<file path="src/rtl/xadc_multichannel_packetizer_pkg.sv">
// Shared types and helpers for the XADC multichannel packetizer.
// State encoding, CRC polynomial, header nibbles, channel search.
package xadc_packetizer_package;

  typedef enum logic [2:0] {
    ST_IDLE        = 3'd0,
    ST_SEND_HEADER = 3'd1,
    ST_SEND_UPPER  = 3'd2,
    ST_SEND_LOWER  = 3'd3,
    ST_SEND_CRC    = 3'd4
  } xadc_mc_packetizer_state_t;

  localparam logic [7:0] CRC8_POLY = 8'h07;

  localparam logic [3:0] PACKET_TYPE_LOW_SPEED = 4'h1;

  // Lowest set bit of mask at or above start (0 if none).
  function automatic logic [2:0] find_set_from(
    input logic [7:0] mask,
    input logic [3:0] start
  );
    logic [2:0] r;
    logic       found;
    r     = '0;
    found = 1'b0;
    for (int i = 0; i < 8; i++) begin
      if (!found && i >= int'(start) && mask[i]) begin
        r     = 3'(i);
        found = 1'b1;
      end
    end
    return r;
  endfunction

  // True when no mask bit is set above idx.
  function automatic logic is_top_set(
    input logic [7:0] mask,
    input logic [2:0] idx
  );
    return (mask >> (4'(idx) + 4'd1)) == 8'd0;
  endfunction

endpackage

</file>
<file path="src/rtl/xadc_multichannel_packetizer_crc8_update.sv">
// Byte-wise CRC-8 update, poly 0x07, MSB first, no reflection.
// Used only when XADC_PACKETIZER_CRC8_EN is defined.
module xadc_crc8_update
  import xadc_packetizer_package::*;
(
  input  logic [7:0] crc_in,
  input  logic [7:0] data_in,
  output logic [7:0] crc_out
);

  logic [7:0] c;

  // Eight shift/xor steps over the incoming byte.
  always_comb begin
    c = crc_in ^ data_in;
    for (int i = 0; i < 8; i++) begin
      if (c[7]) c = (c << 1) ^ CRC8_POLY;
      else      c = c << 1;
    end
    crc_out = c;
  end

endmodule

</file>
<file path="src/rtl/xadc_multichannel_packetizer.sv">
// Gathers one sample per enabled channel into an 8-bit packet.
// Optional trailing CRC byte: define XADC_PACKETIZER_CRC8_EN.
module xadc_multichannel_packetizer
  import xadc_packetizer_package::*;
#(
  parameter int          NUM_CHANNELS = 2,
  parameter int          INPUT_WIDTH  = 16,
  parameter int          SAMPLE_LSB   = 4,
  parameter int          SAMPLE_WIDTH = 12,
  parameter logic [3:0]  PACKET_TYPE  = PACKET_TYPE_LOW_SPEED
) (
  input  logic                                clk,
  input  logic                                rst,
  input  logic [NUM_CHANNELS*INPUT_WIDTH-1:0] s_tdata,
  input  logic [NUM_CHANNELS-1:0]             s_tvalid,
  output logic [NUM_CHANNELS-1:0]             s_tready,
  input  logic [NUM_CHANNELS-1:0]             channel_en,
  output logic [7:0]                          m_tdata,
  output logic                                m_tvalid,
  input  logic                                m_tready,
  output logic                                m_tlast,
  output logic                                busy
);

  localparam logic [2:0] IDLE        = ST_IDLE;
  localparam logic [2:0] SEND_HEADER = ST_SEND_HEADER;
  localparam logic [2:0] SEND_UPPER  = ST_SEND_UPPER;
  localparam logic [2:0] SEND_LOWER  = ST_SEND_LOWER;
`ifdef XADC_PACKETIZER_CRC8_EN
  localparam logic [2:0] SEND_CRC    = ST_SEND_CRC;
`endif

  logic [2:0]   state;
  logic [3:0]   seq;
  logic [7:0]   mask_q;
  logic [2:0]   idx;
  logic [127:0] samp_q;
  logic [127:0] samp_d;
  logic [7:0]   en8;
  logic         all_ready;
  logic         hs;
  logic         last_ch;
  logic [2:0]   first_idx;
  logic [2:0]   next_idx;
  logic [15:0]  cur_s;
  logic [15:0]  nxt_s;

  assign en8       = 8'(channel_en);
  assign all_ready = (channel_en != '0) &&
                     ((s_tvalid & channel_en) == channel_en);
  assign hs        = m_tvalid && m_tready;
  assign first_idx = find_set_from(en8, 4'd0);
  assign next_idx  = find_set_from(mask_q, 4'(idx) + 4'd1);
  assign last_ch   = is_top_set(mask_q, idx);
  assign cur_s     = samp_q[{idx, 4'b0000} +: 16];
  assign nxt_s     = samp_q[{next_idx, 4'b0000} +: 16];
  assign busy      = state != IDLE;

  assign s_tready = (!rst && state == IDLE && all_ready)
                  ? channel_en : '0;

  // Extract and zero-extend each channel's sample bits.
  always_comb begin
    samp_d = '0;
    for (int i = 0; i < NUM_CHANNELS; i++) begin
      samp_d[i*16 +: 16] =
        16'(s_tdata[i*INPUT_WIDTH+SAMPLE_LSB +: SAMPLE_WIDTH]);
    end
  end

`ifdef XADC_PACKETIZER_CRC8_EN
  logic [7:0] crc_q;
  logic [7:0] crc_next;

  xadc_crc8_update u_crc (
    .crc_in  (crc_q),
    .data_in (m_tdata),
    .crc_out (crc_next)
  );

  // Running CRC over every byte accepted downstream.
  always_ff @(posedge clk or posedge rst) begin
    if (rst)                crc_q <= '0;
    else if (state == IDLE) crc_q <= '0;
    else if (hs)            crc_q <= crc_next;
  end
`endif

  // Capture samples once per packet, all channels together.
  always_ff @(posedge clk or posedge rst) begin
    if (rst)
      samp_q <= '0;
    else if (state == IDLE && all_ready)
      samp_q <= samp_d;
  end

  // Packet sequencer: header, then upper/lower per channel.
  always_ff @(posedge clk or posedge rst) begin
    if (rst) begin
      state    <= IDLE;
      m_tvalid <= 1'b0;
      m_tlast  <= 1'b0;
      m_tdata  <= '0;
      seq      <= '0;
      mask_q   <= '0;
      idx      <= '0;
    end else begin
      unique case (state)
        IDLE: begin
          if (all_ready) begin
            mask_q   <= en8;
            idx      <= first_idx;
            m_tvalid <= 1'b1;
            m_tlast  <= 1'b0;
            m_tdata  <= {PACKET_TYPE, seq};
            state    <= SEND_HEADER;
          end
        end
        SEND_HEADER: begin
          if (hs) begin
            m_tdata <= cur_s[15:8];
            state   <= SEND_UPPER;
          end
        end
        SEND_UPPER: begin
          if (hs) begin
            m_tdata <= cur_s[7:0];
`ifndef XADC_PACKETIZER_CRC8_EN
            m_tlast <= last_ch;
`endif
            state   <= SEND_LOWER;
          end
        end
        SEND_LOWER: begin
          if (hs) begin
            if (!last_ch) begin
              idx     <= next_idx;
              m_tdata <= nxt_s[15:8];
              m_tlast <= 1'b0;
              state   <= SEND_UPPER;
            end else begin
`ifdef XADC_PACKETIZER_CRC8_EN
              m_tdata <= crc_next;
              m_tlast <= 1'b1;
              state   <= SEND_CRC;
`else
              m_tvalid <= 1'b0;
              m_tlast  <= 1'b0;
              seq      <= seq + 4'd1;
              state    <= IDLE;
`endif
            end
          end
        end
`ifdef XADC_PACKETIZER_CRC8_EN
        SEND_CRC: begin
          if (hs) begin
            m_tvalid <= 1'b0;
            m_tlast  <= 1'b0;
            seq      <= seq + 4'd1;
            state    <= IDLE;
          end
        end
`endif
        default: begin
          m_tvalid <= 1'b0;
          m_tlast  <= 1'b0;
          state    <= IDLE;
        end
      endcase
    end
  end

endmodule

</file>
<file path="config.mk">
export PLATFORM = sky130hd
export DESIGN_NAME = xadc_multichannel_packetizer
export DESIGN_NICKNAME = d
export VERILOG_FILES = /design/src/rtl/xadc_multichannel_packetizer_pkg.sv /design/src/rtl/xadc_multichannel_packetizer_crc8_update.sv /design/src/rtl/xadc_multichannel_packetizer.sv
export SDC_FILE = /design/constraint.sdc
export NUM_CORES = 1
export LEC_CHECK = 0
export BUFFER_PORTS_ARGS = -buffer_cell sky130_fd_sc_hd__buf_2
export CAP_MARGIN = 20
export CORE_ASPECT_RATIO = 1.4
export CORE_MARGIN = 2
export CORE_UTILIZATION = 40
export DETAILED_ROUTE_END_ITERATION = 10
export PLACE_DENSITY = 0.65
export SLEW_MARGIN = 40
export SYNTH_ARGS = -nofsm -noshare
export SYNTH_HDL_FRONTEND = slang
export SYNTH_SLANG_ARGS = --single-unit
</file>
<file path="constraint.sdc">
create_clock -name clk -period 6.59 [get_ports clk]
set_clock_uncertainty 0.15 [all_clocks]
set_input_delay 0.3295 -clock clk [delete_from_list [all_inputs] [get_ports clk]]
set_output_delay 0.3295 -clock clk [all_outputs]
set_load 0.01 [all_outputs]
</file>
== Word-level counts from Yosys, hierarchy flattened ==
Index checks and enable logic that the tools add are counted.
Storage, ports and cells
  output and inout port bits: 13
  bits in latches: 0
  memories kept: 0
  bits in read-only memories: 0
  register bits after elaboration: 46
  memory bits (writable): 0
Operators by class
  div/mod/pow operators: 0
  mux-type cells: 29
  multipliers: 0
  shifts and indexed selects: 3
  bitwise gates (word level): 3
  $lt $le $gt $ge: 2
  reduce and logical (&&, ||, !) cells: 26
  eq/ne operators: 10
  add/subtract/negate cells: 2
Operators by type and width (number)
  128-bit by 6-bit variable part select with 16-bit output: 1
  128-bit by 8-bit variable part select with 16-bit output: 1
  8-bit 2-to-1 mux: 5
  8-bit one-hot mux with 4 select lines: 1
  3-bit 2-to-1 mux: 7
  4-bit AND reduction: 4
  2-bit inequality test (second input constant): 6
  3-bit one-hot mux with 4 select lines: 1
  1-bit 2-to-1 mux: 10
  1-bit logical AND: 9
  1-bit by 4-bit greater-or-equal comparator with 1-bit output (first input constant): 2
  8-bit zero test: 1
  2-bit by 4-bit >> shifter with 8-bit output: 1
  3-bit by 2-bit == test with 1-bit output (second input constant): 2
  3-bit one-hot mux with 2 select lines: 1
  6-bit AND reduction: 1
  3-bit by 1-bit adder with 4-bit output (second input constant): 1
  4-bit by 1-bit adder with 4-bit output (second input constant): 1
  2-bit 2-to-1 mux: 2
  1-bit one-hot mux with 4 select lines: 1
  2-bit nonzero test: 2
  4-bit nonzero test: 1
  3-bit by 1-bit == test with 1-bit output (second input constant): 1
  1-bit zero test: 3
  9 further kinds: 10

== Longest topological paths before layout ==
  depth after elaboration: 12
  depth in mapped cells: 8
  gate-level depth less buffers: 6

== Worst setup path before layout ==
No wires, ideal clock.
  path type: flip-flop to output port
  from: register state[0]
  to: output port s_tready[0]
  arrival: 1860 ps
  path slack: 4250 ps
  data required time: 6110 ps
  stages on the path, launching flop included: 9
  cell sequence: dfrtp_1 > inv_1 > ha_1 > buf_4 > inv_2 > or3_1 > buf_6 > buf_6 > nor3b_1
Between the ends
  word-level cells in the longest chain between the ends: 4
Ends and longest elaborated chain
  start: declaration: line xadc_multichannel_packetizer.sv:33  | logic [2:0] state;
  start signal: assignment: line xadc_multichannel_packetizer.sv:100  | state <= IDLE;
  start signal: assignment: line xadc_multichannel_packetizer.sv:116  | state <= SEND_HEADER;
  start signal: assignment: line xadc_multichannel_packetizer.sv:122  | state <= SEND_UPPER;
  3-bit zero test: line xadc_multichannel_packetizer.sv:59  | assign s_tready = (!rst && state == IDLE && all_ready)
  1-bit logical AND (2 in series): line xadc_multichannel_packetizer.sv:59
  2-bit 2-to-1 mux: line xadc_multichannel_packetizer.sv:60  | ? channel_en : '0;
  end: declaration: line xadc_multichannel_packetizer.sv:16  | output logic [NUM_CHANNELS-1:0] s_tready,
No other way between the ends.

== Worst setup path in the final report ==
Ends and elaborated chain as after synthesis.

==> qor.yml <==
power:
  lkg_pwr_nw: 1.335
  power_per_cell_area_nw_per_um2: 200.7
  net-switching-power_mw: 0.1062
  power_report.internal_total_mw: 0.4009
  irDropWorstVdd_uv: 115.6
  share_clk_of_total_power: 0.389
  pwr-share-comb: 0.069
  power.share.switching: 0.2095
  power.share.sequential: 0.542
die:
  placement_rows: 31
  initial_utilization: 0.4174
  core-area_um2: 5236
  die-area_um2: 6080
  die_w_um: 66.48
  io_pins: 52
  chipHeight_um: 91.47
layout:
  finish.net_count: 267
  antenna-diode-count: 0
  post-route-cell-area_um2: 2527
  fillers: 514
  layout-area-overhead-vs-synth_pct: 15.63
  layoutNonFillerInstCount: 288
  drive_above_1_share: 0.3874
route:
  routed_via_density: 5.219
  detail_route.wirelength_um: 4297
  antenna_violating_nets_post_route: 0
  routed-via-count: 1503
  drc_errors: 0
  detailedRoute.firstPassIterationCount: 4
  routedWlPerCell_um: 14.92
  drt_first_iter_violations: 61
global_route:
  grt_first_pass_wirelength_um: 7320
  antenna_found_initial: 0
  via_count_of_the_first_global_routing_pass: 1504
  grt.overflow.total: 0
  grt_use_total: 0.1564
  grt_max_degree: 43
sta:
  grt_setup_unrepaired: "false"
  worst_pin_slew_ps: 713.2
  final.setup.tns_ps: 0
  report.final.slew_viol_count: 0
  fin_crit_sh: 0.4774
  timing.final.setup_violations: 0
  maxClockFrequency_mhz: 317.9
  timing.final.crit_period_ps: 3146
  hold_violations: 0
  timing.max_slew.rel_slack: 0.5245
  final_critical_path_setup_slack_ps: 3444
worst_setup_path:
  rrSetupSlack_ps: 3910
  classification_of_the_worst_setup_path: "reg2out"
  crit_path_start_kind: "register"
  worst-path-max-fanout: 27
  reg2regPathDepth: 6
  worst_r2r_startpoint: "state[1]"
  critPathCaptureType: "output pin"
  cp_data_required_time_ps: 6110
  reg2reg_capture_point: "m_tdata[6]"
  worstPathArrival_ps: 2670
cts:
  cts_post_setup_buffers_inserted: 0
  clk_path_buf_depth: 2
  cts_hold_buffers: 0
  numCtsBuffers: 5
  clock_tree.htree_level_count: 2
  clk-insertion-delay-late_ps: 290
  postCtsResizedCells: 0
  cts_tree: "done"
  clock-sinks: 42
  clk_pin_slew_ps: 80
  root_buffer_master: "sky130_fd_sc_hd__clkbuf_8"
yosys:
  synth_largest_area_cell: "sky130_fd_sc_hd__dfrtp_1"
  synthFlopType: "sky130_fd_sc_hd__dfrtp_1"
  ys_ff_latch: 42
  synth.yosys.seq_area_share: 0.4808
  postSynthAreaPerCell_um2: 12.28
  synthDominantCellAreaShare: 0.4808
  synth_cells: 178
  yosysUniqueCellTypes: 40
  synthArstFlopShare: 1.000
  synth-edff-count: 0
  yosysWarnings: 0
  top_cells_by_area_in_the_synthesized_netlist: "sky130_fd_sc_hd__dfrtp_1 48%, sky130_fd_sc_hd__mux2_2 14%, sky130_fd_sc_hd__mux2i_1 5.0%"
  synthesis.nets: 224
  syn_area_um2: 2186
job:
  drv_cap: 0
place:
  post_dp_cell_area_um2: 2421
  place.gp.congestion: 0.8215
  post-dp-hpwl_um: 3143
  pre_cts_ws_ps: 3769
  numPlacedInstances: 280
  io_buffers: 43
worst_hold_path:
  timing.hold.worst.class: "in2async"
run_status:
  status: "complete, no violations"
==> placed cells by master (no fill, tap or decap), drive strengths merged, types with 5 or more instances in the layout <==
cell type,count
buf,44
inv,9
a22oi,5
dfrtp,42
clkbuf,7
nand2,5
mux2i,11
nor2,11
ha,7
mux2,33
==> power groups by stage <==
stage / logic [mW] / registers (mW) / clock network (mW)
after floorplan: 0.0240 / 0.276 / 0
after global placement: 0.0351 / 0.280 / 0
after detailed placement: 0.0357 / 0.280 / 0
after CTS: 0.0357 / 0.275 / 0.202
after global routing: 0.0395 / 0.277 / 0.216
final: 0.0348 / 0.275 / 0.197
==> layout make-up <==
cell class | instances | area (um2) | share of cell area
timing repair buffer | 44 | 222.7 | 0.08812
tap | 66 | 82.58 | 0.03267
clock inverter | 1 | 30.03 | 0.01188
inverter | 9 | 33.78 | 0.01337
multi-input combinational | 119 | 1031 | 0.4079
sequential | 42 | 1051 | 0.4158
clock buffer | 7 | 76.32 | 0.03020
==> stage by stage <==
step / total power [mW] / utilization / hold slack (ps)
2_1_floorplan: 0.3003 / - / 296.4
6_report: 0.5071 / 0.4827 / 40.84
5_1_grt: 0.5318 / 0.4827 / 90.55
4_1_cts: 0.5131 / 0.4827 / 58.51
3_5_place_dp: 0.3160 / 0.4624 / 318.0
3_3_place_gp: 0.3150 / 0.4621 / 315.6
==> critical path, stage by stage, from the launching register on <==
cell	delay, ps
sky130_fd_sc_hd__dfrtp_1	440
sky130_fd_sc_hd__inv_1	130
sky130_fd_sc_hd__ha_1	380
sky130_fd_sc_hd__inv_2	180
sky130_fd_sc_hd__or3_2	810
sky130_fd_sc_hd__nor3b_1	280
sky130_fd_sc_hd__buf_2	160
==> logic make-up (layout without fill, tap and decap cells) <==
logic type,Yosys count,in the layout,share of synthesized area
xor+xnor,3,3,0.01202
buf+inv,17,61,0.04808
compound gates,32,32,0.1088
flops,42,42,0.4808
mux,44,44,0.2307
simple gates,33,33,0.07957
fa+ha+maj,7,7,0.04007
==> state kept, by name (all words and copies together), names as in the netlist <==
name	count
state	2
samp_q	24
idx	1
seq	4
m_tvalid	1
m_tdata	8
m_tlast	1
mask_q	1
==> per-layer routing <==
layer	track usage	wire length, um
met5	0	0
met3	0.03346	146
met1	0.2024	1884
met2	0.2517	2173
met4	0.06122	93
==> cell usage after synthesis (2+ instances only) <==
cell and instances:
sky130_fd_sc_hd__dfrtp_1 42, sky130_fd_sc_hd__mux2_2 27, sky130_fd_sc_hd__nand2_1 5, sky130_fd_sc_hd__a21oi_1 4, sky130_fd_sc_hd__buf_6 5, sky130_fd_sc_hd__mux2_4 6, sky130_fd_sc_hd__nand3_1 3, sky130_fd_sc_hd__nand2b_1 2
sky130_fd_sc_hd__a22oi_1 5, sky130_fd_sc_hd__o22ai_1 3, sky130_fd_sc_hd__clkbuf_1 2, sky130_fd_sc_hd__xnor2_1 2, sky130_fd_sc_hd__a221o_1 3, sky130_fd_sc_hd__mux2i_1 11, sky130_fd_sc_hd__o21ai_0 4, sky130_fd_sc_hd__or3_1 2
sky130_fd_sc_hd__nor3b_1 2, sky130_fd_sc_hd__nor2_1 11, sky130_fd_sc_hd__ha_1 7, sky130_fd_sc_hd__o31ai_1 3, sky130_fd_sc_hd__inv_1 8, sky130_fd_sc_hd__o32a_1 2, sky130_fd_sc_hd__nor2b_1 2
==> how the worst max path moves through the flow <==
stage / endpoint / cells past startpoint / from / slack (ps)
2_1_floorplan: s_tready[0] / 8 / state[0] / 4250
3_3_place_gp: s_tready[1] / 6 / state[1] / 3660
3_5_place_dp: s_tready[1] / 6 / state[0] / 3770
4_1_cts: s_tready[0] / 6 / state[0] / 3440
5_1_grt: s_tready[0] / 6 / state[0] / 3200
6_report: s_tready[0] / 6 / state[0] / 3440
No activity file was read; power rests on OpenSTA's default activity.
